$ cat src/rtl/stopwatch_ctrl.sv
// Run-control front end for the two-digit seconds stopwatch: button sync/debounce,
// IDLE/RUN/PAUSE control, tick prescaler. Define STOPWATCH_DEBOUNCE_EN to build the debouncers.
module stopwatch_ctrl #(
  parameter int unsigned DIV       = 50_000_000,
  parameter int unsigned DB_CYCLES = 500_000
) (
  input  logic       clk,
  input  logic       reset,
  input  logic       btn_start,
  input  logic       btn_clear,
  output logic       tick,
  output logic       clear_out,
  output logic       running,
  output logic [1:0] state
);

  localparam int unsigned CW = $clog2(DIV);

  if (DIV < 2) begin : g_div_chk
    $error("stopwatch_ctrl: DIV must be >= 2");
  end
  if (DB_CYCLES < 1) begin : g_db_chk
    $error("stopwatch_ctrl: DB_CYCLES must be >= 1");
  end

  typedef enum logic [1:0] {
    IDLE  = 2'b00,
    RUN   = 2'b01,
    PAUSE = 2'b10
  } state_e;

  // Bit 0 carries the start button, bit 1 the clear button.
  logic [1:0] sync1_q, sync1_d;
  logic [1:0] s_q, s_d;
  logic [1:0] deb;
  logic [1:0] deb_dly_q, deb_dly_d;
  logic [1:0] press;
  logic       start_press, clr_press;

  state_e        state_q, state_d;
  logic [CW-1:0] cnt_q, cnt_d;
  logic          tick_q, tick_d;
  logic          clear_q, clear_d;
  logic          running_q, running_d;

  always_comb begin
    sync1_d   = {btn_clear, btn_start};
    s_d       = sync1_q;
    deb_dly_d = deb;
  end

  always_ff @(posedge clk or negedge reset) begin
    if (!reset) begin
      sync1_q   <= '0;
      s_q       <= '0;
      deb_dly_q <= '0;
    end else begin
      sync1_q   <= sync1_d;
      s_q       <= s_d;
      deb_dly_q <= deb_dly_d;
    end
  end

`ifdef STOPWATCH_DEBOUNCE_EN
  localparam int unsigned DBW = (DB_CYCLES > 1) ? $clog2(DB_CYCLES) : 1;

  logic [1:0]          deb_q, deb_d;
  logic [1:0][DBW-1:0] db_cnt_q, db_cnt_d;

  // A level is accepted only after it has differed from deb for DB_CYCLES edges in a row.
  always_comb begin
    deb_d    = deb_q;
    db_cnt_d = db_cnt_q;
    for (int unsigned i = 0; i < 2; i++) begin
      if (s_q[i] == deb_q[i]) begin
        db_cnt_d[i] = '0;
      end else if (db_cnt_q[i] == DBW'(DB_CYCLES - 1)) begin
        deb_d[i]    = s_q[i];
        db_cnt_d[i] = '0;
      end else begin
        db_cnt_d[i] = db_cnt_q[i] + 1'b1;
      end
    end
  end

  always_ff @(posedge clk or negedge reset) begin
    if (!reset) begin
      deb_q    <= '0;
      db_cnt_q <= '0;
    end else begin
      deb_q    <= deb_d;
      db_cnt_q <= db_cnt_d;
    end
  end

  assign deb = deb_q;
`else
  assign deb = s_q;
`endif

  assign press       = deb & ~deb_dly_q;
  assign start_press = press[0];
  assign clr_press   = press[1];

  always_comb begin
    state_d = state_q;
    cnt_d   = cnt_q;
    tick_d  = 1'b0;

    if (clr_press) begin
      state_d = IDLE;
    end else if (start_press) begin
      case (state_q)
        IDLE:    state_d = RUN;
        RUN:     state_d = PAUSE;
        PAUSE:   state_d = RUN;
        default: state_d = IDLE;
      endcase
    end

    // Prescaler follows the current state, so a start press on the wrap edge still ticks.
    case (state_q)
      RUN: begin
        if (cnt_q == CW'(DIV - 1)) begin
          cnt_d  = '0;
          tick_d = 1'b1;
        end else begin
          cnt_d = cnt_q + 1'b1;
        end
      end
      PAUSE:   cnt_d = cnt_q;
      default: cnt_d = '0;
    endcase

    if (clr_press) begin
      cnt_d  = '0;
      tick_d = 1'b0;
    end

    clear_d   = clr_press;
    running_d = (state_d == RUN);
  end

  always_ff @(posedge clk or negedge reset) begin
    if (!reset) begin
      state_q   <= IDLE;
      cnt_q     <= '0;
      tick_q    <= 1'b0;
      clear_q   <= 1'b0;
      running_q <= 1'b0;
    end else begin
      state_q   <= state_d;
      cnt_q     <= cnt_d;
      tick_q    <= tick_d;
      clear_q   <= clear_d;
      running_q <= running_d;
    end
  end

  assign state     = state_q;
  assign tick      = tick_q;
  assign clear_out = clear_q;
  assign running   = running_q;

endmodule

$ cat config.mk
export PLATFORM = sky130hd
export DESIGN_NAME = stopwatch_ctrl
export DESIGN_NICKNAME = d
export VERILOG_FILES = /design/src/rtl/stopwatch_ctrl.sv
export SDC_FILE = /design/constraint.sdc
export NUM_CORES = 1
export LEC_CHECK = 0
export CAP_MARGIN = 10
export CORE_MARGIN = 1
export CORE_UTILIZATION = 30
export DETAILED_ROUTE_END_ITERATION = 12
export SYNTH_ARGS = -nofsm -noshare
export SYNTH_HDL_FRONTEND = slang
export SYNTH_SLANG_ARGS = --single-unit
$ cat constraint.sdc
create_clock -name clk -period 2.6 [get_ports clk]
set_input_delay 0.65 -clock clk [delete_from_list [all_inputs] [get_ports clk]]
set_output_delay 0.65 -clock clk [all_outputs]
set_load 0.005 [all_outputs]
# Word-level counts from Yosys, hierarchy flattened
# Index checks and enable logic that the tools add are counted.
# totals
ff_bits	37
latch_bits	0
ramBits	0
rom_bits	0
in_bits	4
out_inout_bits	5
memories	0
# op_classes
n_addsub	1
multipliers	0
n_div	0
magnitude_cmp	0
n_eq_ne	5
n_shift	0
muxes	9
n_bitwise	2
n_reduce_logical	2
# ops
op	n
2-to-1 mux 26 bit	2
case mux 26 bit (2 select lines)	1
adder 26 x 1 -> 26 bit, second input constant	1
== test 26 bit, second input constant	1
== test 2 x 1 -> 1 bit, second input constant	2
2-to-1 mux 2 bit	2
case mux 2 bit (2 select lines)	1
2-to-1 mux 1 bit	3
bitwise AND 2 bit	1
== test 2 bit, second input constant	1
logical NOT 2 bit	1
!= test 2 bit, second input constant	1
NOT 2 bit	1
OR reduction 2 bit	1

# Logic depth before layout (Yosys ltp)
# Gate-level depths: netlist (run 1).
# logic_depth
word_depth	6
ltp_mapped	8
ltp_nobuf	6

# Worst setup path before layout (run 1)
# OpenSTA, ideal clock, no wires.
# synth_path
path_type	register -> register
start	reg cnt_q[10]
end	reg cnt_q[1]
setup_time_ps	121
arrival_time_ps	1706
required_ps	2479
path_slack_ps	773
path_stages_with_launch	7
path_buffers	2
period_less_slack_ps	1827
cell_sequence	dfrtp_1 > or4_1 > nor4_2 > a21oi_2 > buf_6 > buf_6 > a22o_1
# synth_via
elab_chain_len	4
# synth_lines
element	line	text
start: declaration	41	logic [CW-1:0] cnt_q, cnt_d;
start signal: assignment	153	cnt_q <= cnt_d;
== test 26 bit	124	if (cnt_q == CW'(DIV - 1)) begin
2-to-1 mux 26 bit	124	
case mux 26 bit (2 select lines)	122	case (state_q)
2-to-1 mux 26 bit	135	if (clr_press) begin
# Every way passes these cells.
# A chain may end at the register's enable or synchronous reset.

# Final worst setup path (run 1)
# layout_path
start	reg cnt_q[0]
end	reg cnt_q[11]
# layout_via
elab_chain_len	4
elab_cells_between_ends	5
cone_classes	add/sub (1); eq/ne (1); mux (3)
# layout_lines
element	line
adder 26 x 1 -> 26 bit / == test 26 bit (equally long branches)	128, 124
2-to-1 mux 26 bit (*)	124
case mux 26 bit (2 select lines) (*)	122
2-to-1 mux 26 bit (*)	135
# Mark *: on every way between the ends. The rest lies on a longest branch, timed or not.

==> run_results.csv, run 1 <==
group,metric,value,unit
outcome,status,"completed",
sta,clock-skew-final,0.006411,ns
setup_path,critical_path.max_stage_delay,0.81,ns
setup_path,rr_startpoint,"cnt_q[0]$_DFFE_PN0P_",
power_and_ir_drop,combinationalPowerShare,15.0,%
setup_path,cp_cell_sequence,"ha_1, nand3_1, nor4_2, a21oi_2, buf_12, a41oi_1, a31oi_1",
setup_path,cp.required,2.82,ns
power_and_ir_drop,part_of_the_power_in_the_clock_network,33.8,%
logic_synthesis,synth-edff-count,0,
die,placementRows,28,
clocking,clock_latency,0.29,ns
logic_synthesis,synthesis.nets,195,
sta,final-setup-viol-count,0,
layout,antenna_cells_inserted,0,
global_route,grt-ovfl-total,0,
detailed_routing,drt_iter0_drc,131,
setup_path,crit_path_top_delay_cell,"sky130_fd_sc_hd__a21oi_2",
die,core-area,0.005921,mm²
power_and_ir_drop,cellLeakagePower,0.8216,nW
sta,finalHoldViolations,0,
sta,rsz_0062_raised_after_global_routing,"no",
place,dp.cells,268,
layout,syn2layout_area_growth,13.05,%
die,die_width,80.33,µm
layout,final_net_count,205,
setup_path,critical_path_peak_fanout,25,
logic_synthesis,syn_avg_cell_area,9.687,µm²
layout,final_cell_count_no_fill,276,
layout,layout-drive-gt1-share,9.950,%
detailed_routing,final_antenna_net_count,0,
hold_path,min_from,"s_d[0]$_DFF_PN0_",
clocking,cts_tree,"done",
setup_path,end_kind,"flip-flop",
power_and_ir_drop,pint,0.0008653,W
die,die_area,0.006452,mm²
clocking,clk_transition_reported_paths,0.08,ns
clocking,cts-buffers-inserted,5,
setup_path,critPathArrivalTime,2.51,ns
logic_synthesis,post-synth-top-count-cell,"sky130_fd_sc_hd__dfrtp_1",
clocking,clock_path_buffers,2,
detailed_routing,drt-vias-per-instance,5.341,
setup_path,crit_type,"flip-flop to flip-flop",
layout,filler_cell_count,586,
job,max_cap_violations,0,
logic_synthesis,netlist_top_cells_count,"37 x sky130_fd_sc_hd__dfrtp_1, 25 x sky130_fd_sc_hd__a31oi_1, 20 x sky130_fd_sc_hd__nand2_1, 13 x sky130_fd_sc_hd__nand3_1",
power_and_ir_drop,power_density,587.9,mW/mm²
clocking,cts_root_buffer,"sky130_fd_sc_hd__clkbuf_8",
hold_path,timing.hold.worst.class,"flip-flop to flip-flop",
logic_synthesis,synth_sequential_area_ratio,50.31,%
logic_synthesis,synth-main-ff-cell,"sky130_fd_sc_hd__dfrtp_1",
clocking,cts_setup_buffers,0,
sta,timing.fmax,436.6,MHz
clocking,cts_hold_buf,0,
logic_synthesis,post-synth-top-area-cell,"sky130_fd_sc_hd__dfrtp_1",
sta,fin_tns_setup,0,ns
detailed_routing,drt_first_pass_iters,4,
logic_synthesis,synth_cell_types,35,
logic_synthesis,synth_top_area_share,50.31,%
global_route,antenna_violations_before_repair,0,
detailed_routing,wire_per_inst,13.86,µm
power_and_ir_drop,swShare,29.26,%
clocking,ctsResizeCount,0,
logic_synthesis,synth-warning-count,0,
logic_synthesis,most_area_consuming_cells_after_synthesis,"sky130_fd_sc_hd__dfrtp_1 50%, sky130_fd_sc_hd__a31oi_1 8.5%, sky130_fd_sc_hd__nand2_1 4.1%",
global_route,grt_pass1_wl,6900,µm
power_and_ir_drop,total_switching_power,0.0003580,W
place,sum_of_net_half_perimeters_after_detailed_placement,2594,µm
place,gpl.final_weighted_congestion,0.7616,
setup_path,worst_setup_path_start,"cnt_q[0]$_DFFE_PN0P_",
sta,worst_slew_margin_rel,32.03,%
die,boundaryPins,9,
sta,transition_time_at_the_pin_with_the_least_slew_margin,1.019,ns
sta,final.min_clock_period,2.290,ns
setup_path,timing.critical_path.from_type,"flip-flop",
logic_synthesis,yosys_register_bits,37,
power_and_ir_drop,worst_ir_drop_vdd,0.1992,mV
global_route,global_route.usage.total,14.24,%
detailed_routing,route.vias.total,1474,
place,buffer_ports.inserted,8,
sta,layout_worst_path_cycle_share,88.08,%
power_and_ir_drop,sequentialPowerShare,51.1,%
global_route,grt_max_degree,38,
clocking,clock_sinks,37,
logic_synthesis,synthesized_instance_count,190,
die,die_height,80.33,µm
global_route,first_global_vias,1389,
clocking,depth_of_the_cts_h_tree,2,
detailed_routing,total_length_of_routed_wires,3824,µm
logic_synthesis,postSynth.asyncResetShare,100.0,%
logic_synthesis,post_synth_instance_area,0.001841,mm²
die,floorplan.initialDensity,31.09,%
sta,finalMaxSlewViolations,0,
detailed_routing,remaining_drc_errors,0,
==> power by group through the flow <==
stage               Sequential, W  Combinational [W]  Clock (W)
floorplan                0.000632           0.000131          0
global placement         0.000635           0.000183          0
CTS                      0.000625           0.000185   0.000432
detailed placement       0.000636           0.000184          0
finish                   0.000625           0.000184   0.000414
global route             0.000630           0.000211   0.000463
==> critical path, delay by kind of cell (launching register included) <==
family | cells | cell delay [ns]
AOI/OAI and AO/OA | 3 | 1.09
adders and majority gates | 1 | 0.25
buffers and inverters | 1 | 0.25
DFF | 1 | 0.42
and+or+nand+nor | 2 | 0.20
==> layer usage <==
layer	share of wire, %	wire length [µm]	track usage, %
met4	1.3	48	5.893
met3	2.5	95	4.091
met2	46	1775	21.03
met1	50	1904	19.34
met5	0	0	0
==> final cells by class <==
type | count | area, µm² | share of cell area, %
sequential | 37 | 925.9 | 44.50
multi-input combinational | 141 | 845.8 | 40.65
timing repair buffer | 11 | 110.1 | 5.292
tap | 75 | 93.84 | 4.510
clock buffer | 5 | 68.82 | 3.307
clock inverter | 3 | 21.27 | 1.022
inverter | 4 | 15.01 | 0.7216
==> state kept, by name (all words and copies together), names as in the netlist <==
signal and flops:
clear_out 1, s_d 2, cnt_q 26, deb_dly_q 2
state 2, deb 2, tick 1, running 1
==> per-stage QoR <==
stage               power [W]  instance area (µm²)  hold WS, ns  setup WS [ns]  utilization, %
floorplan           0.0007627                 1841       0.3312         0.7734               -
global placement    0.0008179                 1991       0.3339         0.4037           33.62
detailed placement  0.0008204                 1991       0.3419         0.3621           33.62
CTS                  0.001242                 2081       0.3607         0.3420           35.14
global route         0.001304                 2081       0.3757        0.07920           35.14
finish               0.001223                 2081       0.3598         0.3098           35.14
==> cell usage in the layout, fill, tap and decap left out, types with 3 or more instances in the layout <==
cell                              instances
sky130_fd_sc_hd__a41oi_1                  7
sky130_fd_sc_hd__clkdlybuf4s50_1          7
sky130_fd_sc_hd__a21oi_1                 10
sky130_fd_sc_hd__clkbuf_8                 5
sky130_fd_sc_hd__nand2_1                 20
sky130_fd_sc_hd__nor2_1                   9
sky130_fd_sc_hd__nand2b_1                 7
sky130_fd_sc_hd__o211ai_1                 3
sky130_fd_sc_hd__nand4_1                  5
sky130_fd_sc_hd__dfrtp_1                 37
sky130_fd_sc_hd__nor2b_1                  5
sky130_fd_sc_hd__nor3_1                   3
sky130_fd_sc_hd__a31oi_1                 25
sky130_fd_sc_hd__and3_1                   7
sky130_fd_sc_hd__o21ai_0                 10
sky130_fd_sc_hd__inv_1                    4
sky130_fd_sc_hd__nand3_1                 13
==> kinds of logic (layout without fill, tap and decap cells) <==
kind of cell	Yosys count	count (layout)	synth area share (%)
adder cells (fa/ha/maj)	1	1	0.6797
multiplexers	2	2	1.156
XOR/XNOR	1	1	0.4760
AND/OR/NAND/NOR	78	78	23.66
AO/OA/AOI/OAI	59	59	19.99
flip-flops	37	37	50.31
buffers and inverters	12	23	3.738
==> path summary, 6_finish.rpt <==
path                                               to  slack, ns  cells past startpoint
worst max-delay path            cnt_q[11]$_DFFE_PN0P_       0.31                      7
worst min-delay path                 deb[0]$_DFF_PN0_       0.36                      0
worst max register to register  cnt_q[11]$_DFFE_PN0P_       0.31                      7
worst min register to register       deb[0]$_DFF_PN0_       0.36                      0
max in group asynchronous       cnt_q[12]$_DFFE_PN0P_       1.64                      1
min in group asynchronous          state[0]$_DFF_PN0_       0.45                      1
Note: power is estimated with default switching activity, not from simulation.
==> inputs of run 2 (changes only) <==
Settings changed: CORE_MARGIN 1 to not set.
==> results of run 2 <==
Same layout as run 1: the final DEF is identical, and so are final timing and power.
==> inputs of run 3 (changes only) <==
Settings changed: DONT_BUFFER_PORTS set to 1.
==> run_results.csv, run 3 (synthesis gave the netlist of run 1 again) <==
group,metric,value,unit
layout,final_cell_area,0.002031,mm²
sta,rsz_0062_raised_after_global_routing,"no",
setup_path,cp-endpoint,"cnt_q[18]$_DFFE_PN0P_",
detailed_routing,total_length_of_routed_wires,3697,µm
sta,worst_slew_margin_rel,30.84,%
layout,syn2layout_area_growth,10.33,%
place,detailedPlace.worstSlack,0.2881,ns
detailed_routing,drt_iter0_drc,165,
layout,final_net_count,197,
layout,layout-drive-gt1-share,9.845,%
layout,mostFrequentLayoutCell,"sky130_fd_sc_hd__dfrtp_1",
sta,fin_tns_setup,0,ns
die,die_height,80.33,µm
sta,clock-skew-final,0.004739,ns
setup_path,path_length_in_cells_of_the_critical_path,7,
clocking,clock_path_buffers,2,
setup_path,timing.reg2reg.worst_path_depth,7,
detailed_routing,remaining_drc_errors,0,
sta,timing.fmax,426.0,MHz
setup_path,critical_path.max_stage_delay,0.83,ns
global_route,antenna_violations_before_repair,0,
die,die_width,80.33,µm
global_route,grt-ovfl-total,0,
place,dp.cells,260,
setup_path,timing.critical_path.from_type,"flip-flop",
layout,final_cell_count_no_fill,268,
detailed_routing,wire_per_inst,13.79,µm
clocking,clock_latency,0.29,ns
die,floorplan.initialDensity,31.09,%
layout,mostFrequentLayoutCells,"37 x sky130_fd_sc_hd__dfrtp_1, 25 x sky130_fd_sc_hd__a31oi_1, 20 x sky130_fd_sc_hd__nand2_1",
power_and_ir_drop,cellLeakagePower,0.8027,nW
die,die_area,0.006452,mm²
clocking,cts_tree,"done",
sta,finalMaxSlewViolations,0,
die,core-area,0.005921,mm²
clocking,cts_setup_buffers,0,
place,gpl.final_weighted_congestion,0.7403,
clocking,cts_root_buffer,"sky130_fd_sc_hd__clkbuf_8",
setup_path,cp_cell_sequence,"ha_1, nand3_1, nor4_2, a21oi_2, buf_12, a41oi_1, a31oi_1",
detailed_routing,drt_first_pass_iters,4,
global_route,global_route.usage.total,13.18,%
clocking,cts_hold_buf,0,
setup_path,crit_type,"flip-flop to flip-flop",
setup_path,end_kind,"flip-flop",
setup_path,critical_path_peak_fanout,25,
place,buffer_ports.inserted,0,
sta,layout_worst_path_cycle_share,90.29,%
setup_path,worst_setup_path_start,"cnt_q[0]$_DFFE_PN0P_",
place,sum_of_net_half_perimeters_after_detailed_placement,2459,µm
clocking,clk_transition_reported_paths,0.08,ns
layout,antenna_cells_inserted,0,
detailed_routing,drt-vias-per-instance,5.407,
setup_path,r2r-end,"cnt_q[18]$_DFFE_PN0P_",
power_and_ir_drop,worst_ir_drop_vdd,0.2767,mV
clocking,depth_of_the_cts_h_tree,2,
clocking,cts-buffers-inserted,5,
place,post_dp_cell_area,0.001916,mm²
clocking,clock_sinks,37,
setup_path,cp_num_buf_inv,1,
setup_path,cp.required,2.82,ns
sta,layout_setup_ws,0.2525,ns
sta,finalHoldViolations,0,
global_route,grt_max_degree,38,
detailed_routing,final_antenna_net_count,0,
sta,final-setup-viol-count,0,
global_route,first_global_vias,1411,
outcome,status,"completed",
setup_path,r2r_setup_slack,0.25,ns
detailed_routing,route.vias.total,1449,
hold_path,timing.hold.worst.class,"input port to async pin",
setup_path,critical-path-top-delay-family,"compound AO/OA/AOI/OAI gates",
clocking,ctsResizeCount,0,
power_and_ir_drop,power_density,633.4,mW/mm²
setup_path,crit_path_top_delay_cell,"sky130_fd_sc_hd__a21oi_2",
setup_path,rr_startpoint,"cnt_q[0]$_DFFE_PN0P_",
global_route,grt_pass1_wl,6513,µm
die,placementRows,28,
sta,final.min_clock_period,2.347,ns
job,max_cap_violations,0,
layout,regMostFlops,"cnt_q",
setup_path,critPathArrivalTime,2.56,ns
die,boundaryPins,9,
layout,largest_reg_flops,26,
sta,transition_time_at_the_pin_with_the_least_slew_margin,1.037,ns
==> run 3: how the worst min path moves through the flow <==
stage,from,cells past startpoint,to
after floorplan,s_d[0]$_DFF_PN0_,0,deb[0]$_DFF_PN0_
after global routing,reset,0,clear_out$_DFF_PN0_
final,reset,0,state[1]$_DFF_PN0_
after detailed placement,s_d[1]$_DFF_PN0_,0,deb[1]$_DFF_PN0_
after CTS,reset,0,cnt_q[5]$_DFFE_PN0P_
after global placement,s_d[0]$_DFF_PN0_,0,deb[0]$_DFF_PN0_
==> run 3: cell type report <==
cell class | count | area, µm²
repair buffers | 3 | 35.03
inverters | 4 | 15.01
multi-input cells | 141 | 845.8
fillers | 589 | 3890
clock inverters | 3 | 46.29
clock buffers | 5 | 68.82
flip-flops and latches | 37 | 925.9
well taps | 75 | 93.84
==> run 3: where the power goes <==
group	leakage (nW)	internal [W]	switching, W	total [W]
Combinational	0.250	0.0000559	0.0000932	0.000149
Clock	0.0543	0.000287	0.000223	0.000511
Sequential	0.498	0.000601	0.0000257	0.000627
Total	0.803	0.000944	0.000342	0.00129
==> run 3: worst register-to-register path, stage by stage, from the launching register on <==
cell and delay (ns):
sky130_fd_sc_hd__dfrtp_1 0.41, sky130_fd_sc_hd__ha_1 0.24, sky130_fd_sc_hd__nand3_1 0.18, sky130_fd_sc_hd__nor4_2 0.09
sky130_fd_sc_hd__a21oi_2 0.83, sky130_fd_sc_hd__buf_12 0.25, sky130_fd_sc_hd__a41oi_1 0.13, sky130_fd_sc_hd__a31oi_1 0.15
==> run 3: metal layers <==
layer / track usage (%) / vias up / wire length (µm)
li1: - / 720 / -
met1: 16.57 / 704 / 1833
met2: 21.37 / 19 / 1698
met3: 3.182 / 6 / 100
met4: 5.714 / 0 / 63
met5: 0 / - / 0
==> run 3: per-stage QoR <==
stage               total power (W)  util (%)  hold slack, ns
floorplan                 0.0007627         -          0.3312
finish                     0.001286     34.30         0.04257
detailed placement        0.0007856     32.35          0.3371
global route               0.001349     34.30         0.02381
global placement          0.0007844     32.35          0.3329
CTS                        0.001302     34.30         0.02925
